`src/rtl/adder_measure_sequencer.sv`:
```
`default_nettype none
// ============================================================================
// Module      : adder_measure_sequencer
// Description : Runs one ring-oscillator delay measurement on the
//               instrumented adder. It drives the adder operands and gates
//               the ring for a programmed window over R runs. It accumulates
//               the synchronised chain_out rising edges into one saturating
//               count.
// Revision    : 1.0 - initial release
// ============================================================================
module adder_measure_sequencer #(
    parameter int CNT_W       = 32,
    parameter int WIN_W       = 16,
    parameter int SYNC_STAGES = 2
) (
    input  logic             wb_clk_i,
    input  logic             wb_rst_n,
    input  logic             start,
    input  logic             abort,
    input  logic [31:0]      cfg_a,
    input  logic [31:0]      cfg_b,
    input  logic [7:0]       cfg_settle,
    input  logic [WIN_W-1:0] cfg_window,
    input  logic [3:0]       cfg_runs,
    input  logic             chain_out,
    output logic [31:0]      adder_a,
    output logic [31:0]      adder_b,
    output logic             ring_en,
    output logic             busy,
    output logic             done,
    output logic [CNT_W-1:0] count,
    output logic             overflow
);

    // A synchroniser shorter than two flops is not metastability-safe
    localparam int c_SYNC_N = (SYNC_STAGES < 2) ? 2 : SYNC_STAGES;
    // The phase timer must hold either a settle count or a window count
    localparam int c_TMR_W  = (WIN_W > 8) ? WIN_W : 8;

    localparam logic [2:0] c_ST_IDLE   = 3'd0;
    localparam logic [2:0] c_ST_LOAD   = 3'd1;
    localparam logic [2:0] c_ST_SETTLE = 3'd2;
    localparam logic [2:0] c_ST_RUN    = 3'd3;
    localparam logic [2:0] c_ST_DRAIN  = 3'd4;
    localparam logic [2:0] c_ST_DONE   = 3'd5;

    localparam logic [c_TMR_W-1:0] c_TMR_ONE   = c_TMR_W'(1);
    localparam logic [c_TMR_W-1:0] c_DRAIN_LD  = c_TMR_W'(2);
    localparam logic [WIN_W-1:0]   c_WIN_ONE   = WIN_W'(1);
    localparam logic [CNT_W-1:0]   c_CNT_ONE   = CNT_W'(1);

    logic [2:0]          r_state;
    logic [31:0]         r_adder_a;
    logic [31:0]         r_adder_b;
    logic                r_ring_en;
    logic                r_busy;
    logic                r_done;
    logic [CNT_W-1:0]    r_count;
    logic                r_overflow;
    logic [7:0]          r_settle;
    logic [WIN_W-1:0]    r_window;
    logic [3:0]          r_runs;
    logic [3:0]          r_run_idx;
    logic [c_TMR_W-1:0]  r_timer;
    logic [c_SYNC_N-1:0] r_sync;
    logic                r_edge_prev;

    logic                w_rise;
    logic                w_count_en;
    logic                w_count_full;
    logic                w_more_runs;
    logic [c_TMR_W-1:0]  w_settle_ld;
    logic [c_TMR_W-1:0]  w_window_ld;

    // Bring the asynchronous ring tap into the clock domain and keep one
    // extra flop of history for rising-edge detection
    always_ff @(posedge wb_clk_i) begin
        if (!wb_rst_n) begin
            r_sync      <= '0;
            r_edge_prev <= 1'b0;
        end else begin
            r_sync      <= {r_sync[c_SYNC_N-2:0], chain_out};
            r_edge_prev <= r_sync[c_SYNC_N-1];
        end
    end

    assign w_rise       = r_sync[c_SYNC_N-1] & ~r_edge_prev;
    // DRAIN is included so that edges still in the synchroniser are counted
    assign w_count_en   = w_rise && ((r_state == c_ST_RUN) || (r_state == c_ST_DRAIN));
    assign w_count_full = &r_count;
    assign w_more_runs  = ({1'b0, r_run_idx} + 5'd1) < {1'b0, r_runs};
    assign w_settle_ld  = c_TMR_W'(r_settle) - c_TMR_ONE;
    assign w_window_ld  = c_TMR_W'(r_window) - c_TMR_ONE;

    // Sequencer: latch configuration, time each phase, loop over runs and
    // accumulate edges; every output is a register updated on phase entry
    always_ff @(posedge wb_clk_i) begin
        if (!wb_rst_n) begin
            r_state    <= c_ST_IDLE;
            r_adder_a  <= '0;
            r_adder_b  <= '0;
            r_ring_en  <= 1'b0;
            r_busy     <= 1'b0;
            r_done     <= 1'b0;
            r_count    <= '0;
            r_overflow <= 1'b0;
            r_settle   <= '0;
            r_window   <= '0;
            r_runs     <= '0;
            r_run_idx  <= '0;
            r_timer    <= '0;
        end else begin
            if (w_count_en) begin
                if (w_count_full) begin
                    r_overflow <= 1'b1;
                end else begin
                    r_count <= r_count + c_CNT_ONE;
                end
            end

            if (abort && r_busy) begin
                // The partial result stays visible; an edge arriving on the
                // abort cycle is dropped
                r_state    <= c_ST_IDLE;
                r_ring_en  <= 1'b0;
                r_busy     <= 1'b0;
                r_count    <= r_count;
                r_overflow <= r_overflow;
            end else begin
                case (r_state)
                    c_ST_IDLE, c_ST_DONE: begin
                        if (start) begin
                            // Operands appear on the adder during the LOAD cycle
                            r_state    <= c_ST_LOAD;
                            r_adder_a  <= cfg_a;
                            r_adder_b  <= cfg_b;
                            r_settle   <= cfg_settle;
                            r_window   <= (cfg_window == '0) ? c_WIN_ONE : cfg_window;
                            r_runs     <= (cfg_runs == 4'd0) ? 4'd1 : cfg_runs;
                            r_run_idx  <= 4'd0;
                            r_count    <= '0;
                            r_overflow <= 1'b0;
                            r_done     <= 1'b0;
                            r_busy     <= 1'b1;
                        end
                    end
                    c_ST_LOAD: begin
                        if (r_settle != 8'd0) begin
                            r_state <= c_ST_SETTLE;
                            r_timer <= w_settle_ld;
                        end else begin
                            r_state   <= c_ST_RUN;
                            r_ring_en <= 1'b1;
                            r_timer   <= w_window_ld;
                        end
                    end
                    c_ST_SETTLE: begin
                        if (r_timer == '0) begin
                            r_state   <= c_ST_RUN;
                            r_ring_en <= 1'b1;
                            r_timer   <= w_window_ld;
                        end else begin
                            r_timer <= r_timer - c_TMR_ONE;
                        end
                    end
                    c_ST_RUN: begin
                        if (r_timer == '0) begin
                            r_state   <= c_ST_DRAIN;
                            r_ring_en <= 1'b0;
                            r_timer   <= c_DRAIN_LD;
                        end else begin
                            r_timer <= r_timer - c_TMR_ONE;
                        end
                    end
                    c_ST_DRAIN: begin
                        if (r_timer != '0) begin
                            r_timer <= r_timer - c_TMR_ONE;
                        end else if (w_more_runs) begin
                            r_run_idx <= r_run_idx + 4'd1;
                            if (r_settle != 8'd0) begin
                                r_state <= c_ST_SETTLE;
                                r_timer <= w_settle_ld;
                            end else begin
                                r_state   <= c_ST_RUN;
                                r_ring_en <= 1'b1;
                                r_timer   <= w_window_ld;
                            end
                        end else begin
                            r_state <= c_ST_DONE;
                            r_busy  <= 1'b0;
                            r_done  <= 1'b1;
                        end
                    end
                    default: begin
                        r_state   <= c_ST_IDLE;
                        r_ring_en <= 1'b0;
                        r_busy    <= 1'b0;
                    end
                endcase
            end
        end
    end

    assign adder_a  = r_adder_a;
    assign adder_b  = r_adder_b;
    assign ring_en  = r_ring_en;
    assign busy     = r_busy;
    assign done     = r_done;
    assign count    = r_count;
    assign overflow = r_overflow;

endmodule
`default_nettype wire

```
`config.mk`:
```
export PLATFORM = sky130hd
export DESIGN_NAME = adder_measure_sequencer
export DESIGN_NICKNAME = d
export VERILOG_FILES = /design/src/rtl/adder_measure_sequencer.sv
export SDC_FILE = /design/constraint.sdc
export NUM_CORES = 1
export LEC_CHECK = 0
export ABC_CLOCK_PERIOD_IN_PS = 3600
export CORE_ASPECT_RATIO = 0.9
export CORE_MARGIN = 1.5
export CORE_UTILIZATION = 53
export DETAILED_ROUTE_END_ITERATION = 10
export MAX_ROUTING_LAYER = met4
export PLACE_DENSITY = 0.93
export RECOVER_POWER = 100
export SLEW_MARGIN = 20
export SYNTH_ARGS = -nofsm -noshare
export SYNTH_HDL_FRONTEND = slang
export SYNTH_SLANG_ARGS = --single-unit
```
`constraint.sdc`:
```
create_clock -name wb_clk_i -period 3.6 [get_ports wb_clk_i]
set_input_delay 0.36 -clock wb_clk_i [delete_from_list [all_inputs] [get_ports wb_clk_i]]
set_output_delay 0.36 -clock wb_clk_i [all_outputs]
set_load 0.01 [all_outputs]
```
Yosys cells after proc, flatten, opt, wreduce, memory -nomap -nowiden
Cells that the tools add are included.

Logic and storage cells: 103. Flip-flop bits (word level): 154. Output and inout port bits: 100. Input port bits: 97.

Equal/unequal tests: 12. Reductions and logical operators: 22. Order comparisons: 1. Muxes and demuxes: 41. Bitwise operators: 6. Add/subtract/negate cells: 6.

Operators with widths (number): 32-bit two-way mux (4); 16-bit two-way mux (6); 16-bit case mux with 4 select lines (1); 32-bit by 1-bit adder with 32-bit output (second input constant) (1); 16-bit logical NOT (2); 32-bit AND reduction (1); 16-bit by 1-bit subtractor with 16-bit output (second input constant) (2); 1-bit two-way mux (16); 4-bit two-way mux (4); 16-bit nonzero test (1); 3-bit two-way mux (5); 3-bit case mux with 5 select lines (1); 5-bit AND reduction (3); 2-bit != test (second input constant) (5); 8-bit by 1-bit subtractor with 9-bit output (second input constant) (1); 4-bit case mux with 2 select lines (1); 4-bit AND reduction (2); 8-bit nonzero test (1); 3-bit by 2-bit equality test with 1-bit output (second input constant) (2); 3-bit equality test (second input constant) (2); 3-bit AND reduction (2); 4-bit by 1-bit adder with 5-bit output (second input constant) (1); 5-bit by 4-bit less-than comparator with 1-bit output (1); 1-bit NOT (5); 16 further kinds (18).

Depth between registers and ports, before layout
Depth after elaboration: 6. Depth in mapped cells: 10. Gate-level depth less buffers: 9.

Worst setup path after synthesis
Ideal clock, no wire load.

Path type: register to register. Start: register r_timer[6]. End: register r_timer[12]. Buffers on the path: 1. Stages on the path, launching flop included: 8. Period minus slack after synthesis: 2.311 ns. Setup slack: 1.289 ns. Setup time: 0.127 ns. Required time: 3.473 ns. Data arrival time: 2.184 ns. Cells stage by stage: dfxtp_1 -> or4_4 -> or3_1 -> buf_6 -> o31ai_2 -> nor4_1 -> o221ai_1 -> o21ai_0.

Word-level cells in the longest chain between the ends: 3. Elaborated cells on any way between the ends: 9. Classes of those cells: 1 x add/sub; 1 x eq/ne; 4 x mux; 3 x reduce/logical.

RTL lines: start: declaration (RTL line 64) `logic [c_TMR_W-1:0] r_timer;`; start signal: assignment (RTL line 150) `r_timer <= w_settle_ld;`; start signal: assignment (RTL line 154) `r_timer <= w_window_ld;`; start signal: assignment (RTL line 161) `r_timer <= w_window_ld;`; 16-bit by 1-bit subtractor with 16-bit output, or another cell as far along (RTL line 163, 172, 177); 16-bit two-way mux, or another cell as far along (RTL line 176) `if (r_timer != '0) begin`; 16-bit case mux with 4 select lines or 3-bit AND reduction (tied branches).

Several ways; a longest one is shown, not always the timed one. A chain may end at the register's enable or synchronous reset.

Final worst setup path
Start: register r_timer[6]. End: register r_timer[3].

Word-level cells in the longest chain between the ends: 3. Elaborated cells on any way between the ends: 8. Classes of those cells: 1 x eq/ne; 4 x mux; 3 x reduce/logical.

RTL lines (RTL line): 16-bit nonzero test or 16-bit logical NOT (tied branches) (176, 158, 167); 16-bit two-way mux, or another cell as far along (176); 16-bit case mux with 4 select lines or 3-bit AND reduction (tied branches).

Several ways; a longest one is shown, not always the timed one.

==> flow_summary_export.csv <==
group,metric,value,unit
worst_setup_path,required,3900,ps
placed_design,gp_congestion,1.05,
grt,antenna_found_initial,0,
flow_run,cap_viol_max_count,0,
synth,synth_edf_count,0,
worst_setup_path,worstPathCellList,"or4_4 -> or3_1 -> o31ai_1 -> o22ai_1 -> a21oi_1 -> a21oi_1",
cells_and_area,fin_util,73.9,%
clocking,insertion_delay,430,ps
worst_setup_path,cpMaxStageDelayCell,"o31ai_1",
floorplanning,fp.dieH,114,um
synth,syn_area,7280,um2
cells_and_area,diodes,0,
clocking,cts_made_buffers,17,
floorplanning,rows,40,
synth,seq_area_frac_synth,42.3,%
detailed_routing,drcViolationCount,0,
clocking,htreeDepth,4,
clocking,cts_setup_buffers,0,
grt,gr-usage-all-layers,30.6,%
clocking,holdBufCountCts,0,
synth,synth-seq-cells,154,
worst_setup_path,arrival,3380,ps
timing,slew_headroom,23.8,%
timing,setup_viol,0,
outcome,status,"completed",
detailed_routing,drt_iter0_markers,726,
floorplanning,initial_core_util,54.5,%
synth,syn_inst,946,
timing,finalHoldViolations,0,
placed_design,dp_hpwl,14.9,mm
floorplanning,core,13400,um2
timing,rsz0062_at_grt,"false",
synth,yosysWarnings,0,
power_and_ir_drop,leakage,3.84,nW
synth,syn-num-nets,1053,
synth,synth_cell_types,72,
clocking,cts.path.max_buffers,2,
cells_and_area,drive_gt1_share,4.69,%
detailed_routing,ant_nets,0,
detailed_routing,first_pass_iters,6,
floorplanning,die_x,127,um
detailed_routing,viasPerCell,5.93,
hold_path,hold_path.class,"flop to flop",
detailed_routing,vias,7693,
worst_setup_path,critPathMaxFanout,9,
synth,ys.flop_type,"dfxtp_1",
floorplanning,io_pins,197,
placed_design,numPortBuffers,196,
worst_setup_path,cp_top_family,"compound AO/OA/AOI/OAI gates",
grt,grt_pass1_vias,7193,
clocking,cts_tree,"done",
clocking,path_clk_slew,60,ps
placed_design,postPlaceCellArea,9330,um2
worst_setup_path,crit_top_cell,"a21oi_1",
detailed_routing,routedWlPerCell,16.7,um
grt,grt_start_max_net_pins,93,
detailed_routing,routed_wirelength,21.7,mm
worst_setup_path,crit_path_start_kind,"flop",
timing,tightest_slew,1130,ps
cells_and_area,fin_area,9870,um2
floorplanning,die_area,14500,um2
grt,grt_pass1_wl,34.3,mm
timing,worst_clock_skew,8.11,ps
clocking,cts_resized,0,
synth,ys_async_sr_fraction,0,%
timing,fin_crit,3080,ps
timing,fmax,0.325,GHz
timing,min_period_over_period,85.6,%
cells_and_area,fin_nets,1224,
clocking,root_buffer,"clkbuf_16",
worst_setup_path,cpPeakStageDelay,990,ps
worst_setup_path,crit_type,"flop to flop",
timing,maxSlewViolCount,0,
synth,syn_avg_cell_area,7.70,um2
worst_setup_path,cp-end-kind,"flop",
grt,overflow,0,
clocking,cts_sinks,154,
worst_setup_path,crit_buf_inv,0,
power_and_ir_drop,irDropWorstVdd,389,uV
timing,finalSetupTns,0,ps
power_and_ir_drop,power.density,582,nW/um2
cells_and_area,area_growth,35.6,%
## cell usage in the layout (no fill, tap or decap), drive strengths merged, types with 6 or more instances in the layout
master / count
nand3: 26
clkdlybuf4s50: 95
nor4: 16
a21oi: 130
ha: 10
nor3b: 6
clkbuf: 24
nor2: 64
dfxtp: 154
nand4: 15
xor2: 23
buf: 8
nand2: 219
inv: 19
o21ai: 36
or3: 12
nor3: 34
a31oi: 13
dlygate4sd3: 101
and2: 6
a211oi: 6
xnor2: 24
o211ai: 7
## worst paths after layout
path / startpoint / endpoint / slack, ps / cells past startpoint
hold reg to reg: adder_a[15]$_SDFFE_PN0P_ / adder_a[15]$_SDFFE_PN0P_ / 450 / 2
setup reg to reg: r_timer[6]$_SDFFE_PN0P_ / r_timer[3]$_SDFFE_PN0P_ / 520 / 6
setup / recovery: r_timer[6]$_SDFFE_PN0P_ / r_timer[3]$_SDFFE_PN0P_ / 520 / 6
hold / removal: adder_a[15]$_SDFFE_PN0P_ / adder_a[15]$_SDFFE_PN0P_ / 450 / 2
## registers in the layout, summed over array words and instances (netlist names), 2 cells and up
register and cells:
adder_a 32, adder_b 32, count 32, r_run_idx 4, r_runs 4, r_settle 8
r_state 3, r_sync 2, r_timer 16, r_window 16
## layout make-up
class / count / area, um2
sequential: 154 / 3080
clock buffer: 22 / 484
tap: 168 / 210
inverter: 18 / 67.6
fill: 957 / 3490
multi-input combinational: 720 / 3890
clock inverter: 10 / 90.1
timing repair buffer: 206 / 2040
## power breakdown
group | internal [mW] | leakage, nW | total [mW] | switching, mW
logic | 0.746 | 2.31 | 1.94 | 1.19
registers | 1.89 | 1.26 | 2.07 | 0.182
clock network | 1.02 | 0.278 | 1.73 | 0.712
## stage by stage
stage                     setup slack (ps)  power, mW  hold WS, ps  cells
final                                  519       5.74          449   1298
after global routing                   427       6.01          467   1298
after CTS                              915       5.75          447   1298
after detailed placement               853       4.01          428   1266
after global placement                 893       3.97          433   1266
after floorplan                       1290       3.37          412    946
## cells in the mapped netlist, types with 2 or more instances
cell type,number,share of area [%]
a211oi_1,6,0.62
a21o_1,4,0.41
a21oi_1,130,8.9
a22oi_1,2,0.21
a31oi_1,13,1.1
a41oi_1,3,0.36
and2_1,5,0.43
and3_1,4,0.34
and4_1,5,0.60
buf_1,2,0.10
clkbuf_1,50,2.6
dfxtp_1,154,42
ha_1,10,1.7
inv_1,17,0.88
mux2i_1,3,0.41
nand2_1,219,11
nand2b_1,3,0.26
nand3_1,25,1.7
nand3b_1,2,0.21
nand4_1,15,1.3
nand4b_1,2,0.24
nor2_1,63,3.2
nor2b_1,3,0.26
nor3_1,32,2.2
nor3b_1,5,0.52
nor4_1,15,1.3
o2111a_1,2,0.31
o2111ai_1,2,0.24
o211ai_1,7,0.72
o21ai_0,35,2.4
o21bai_1,2,0.21
o22ai_1,3,0.26
o31a_1,2,0.24
o31ai_1,3,0.31
o32ai_1,2,0.24
or2_2,2,0.17
or3_1,12,1.0
or4_1,3,0.31
xnor2_1,24,2.9
xor2_1,23,2.8
## worst min-delay path: stages (launching register included)
cell and delay, ps:
dfxtp_1 300, nand2_1 50, a21oi_1 50
## layer usage
layer	wire [um]	part of all wire, %	global-route usage [%]	vias to the layer above
met5	0	0	-	-
met4	651	3.0	12.3	0
met3	2120	9.8	9.49	69
met2	10100	47	48.5	399
met1	8790	41	36.4	3573
li1	-	-	-	3652
## cells by family after synthesis
family | after synthesis | synth area share (%)
and+or+nand+nor | 427 | 27.1
adders and majority gates | 10 | 1.72
xor gates and xnor gates | 47 | 5.65
AOI/OAI and AO/OA | 232 | 18.8
DFF | 154 | 42.3
muxes | 4 | 0.567
buffers and inverters | 72 | 3.83
(Power assumes the default switching activity.)
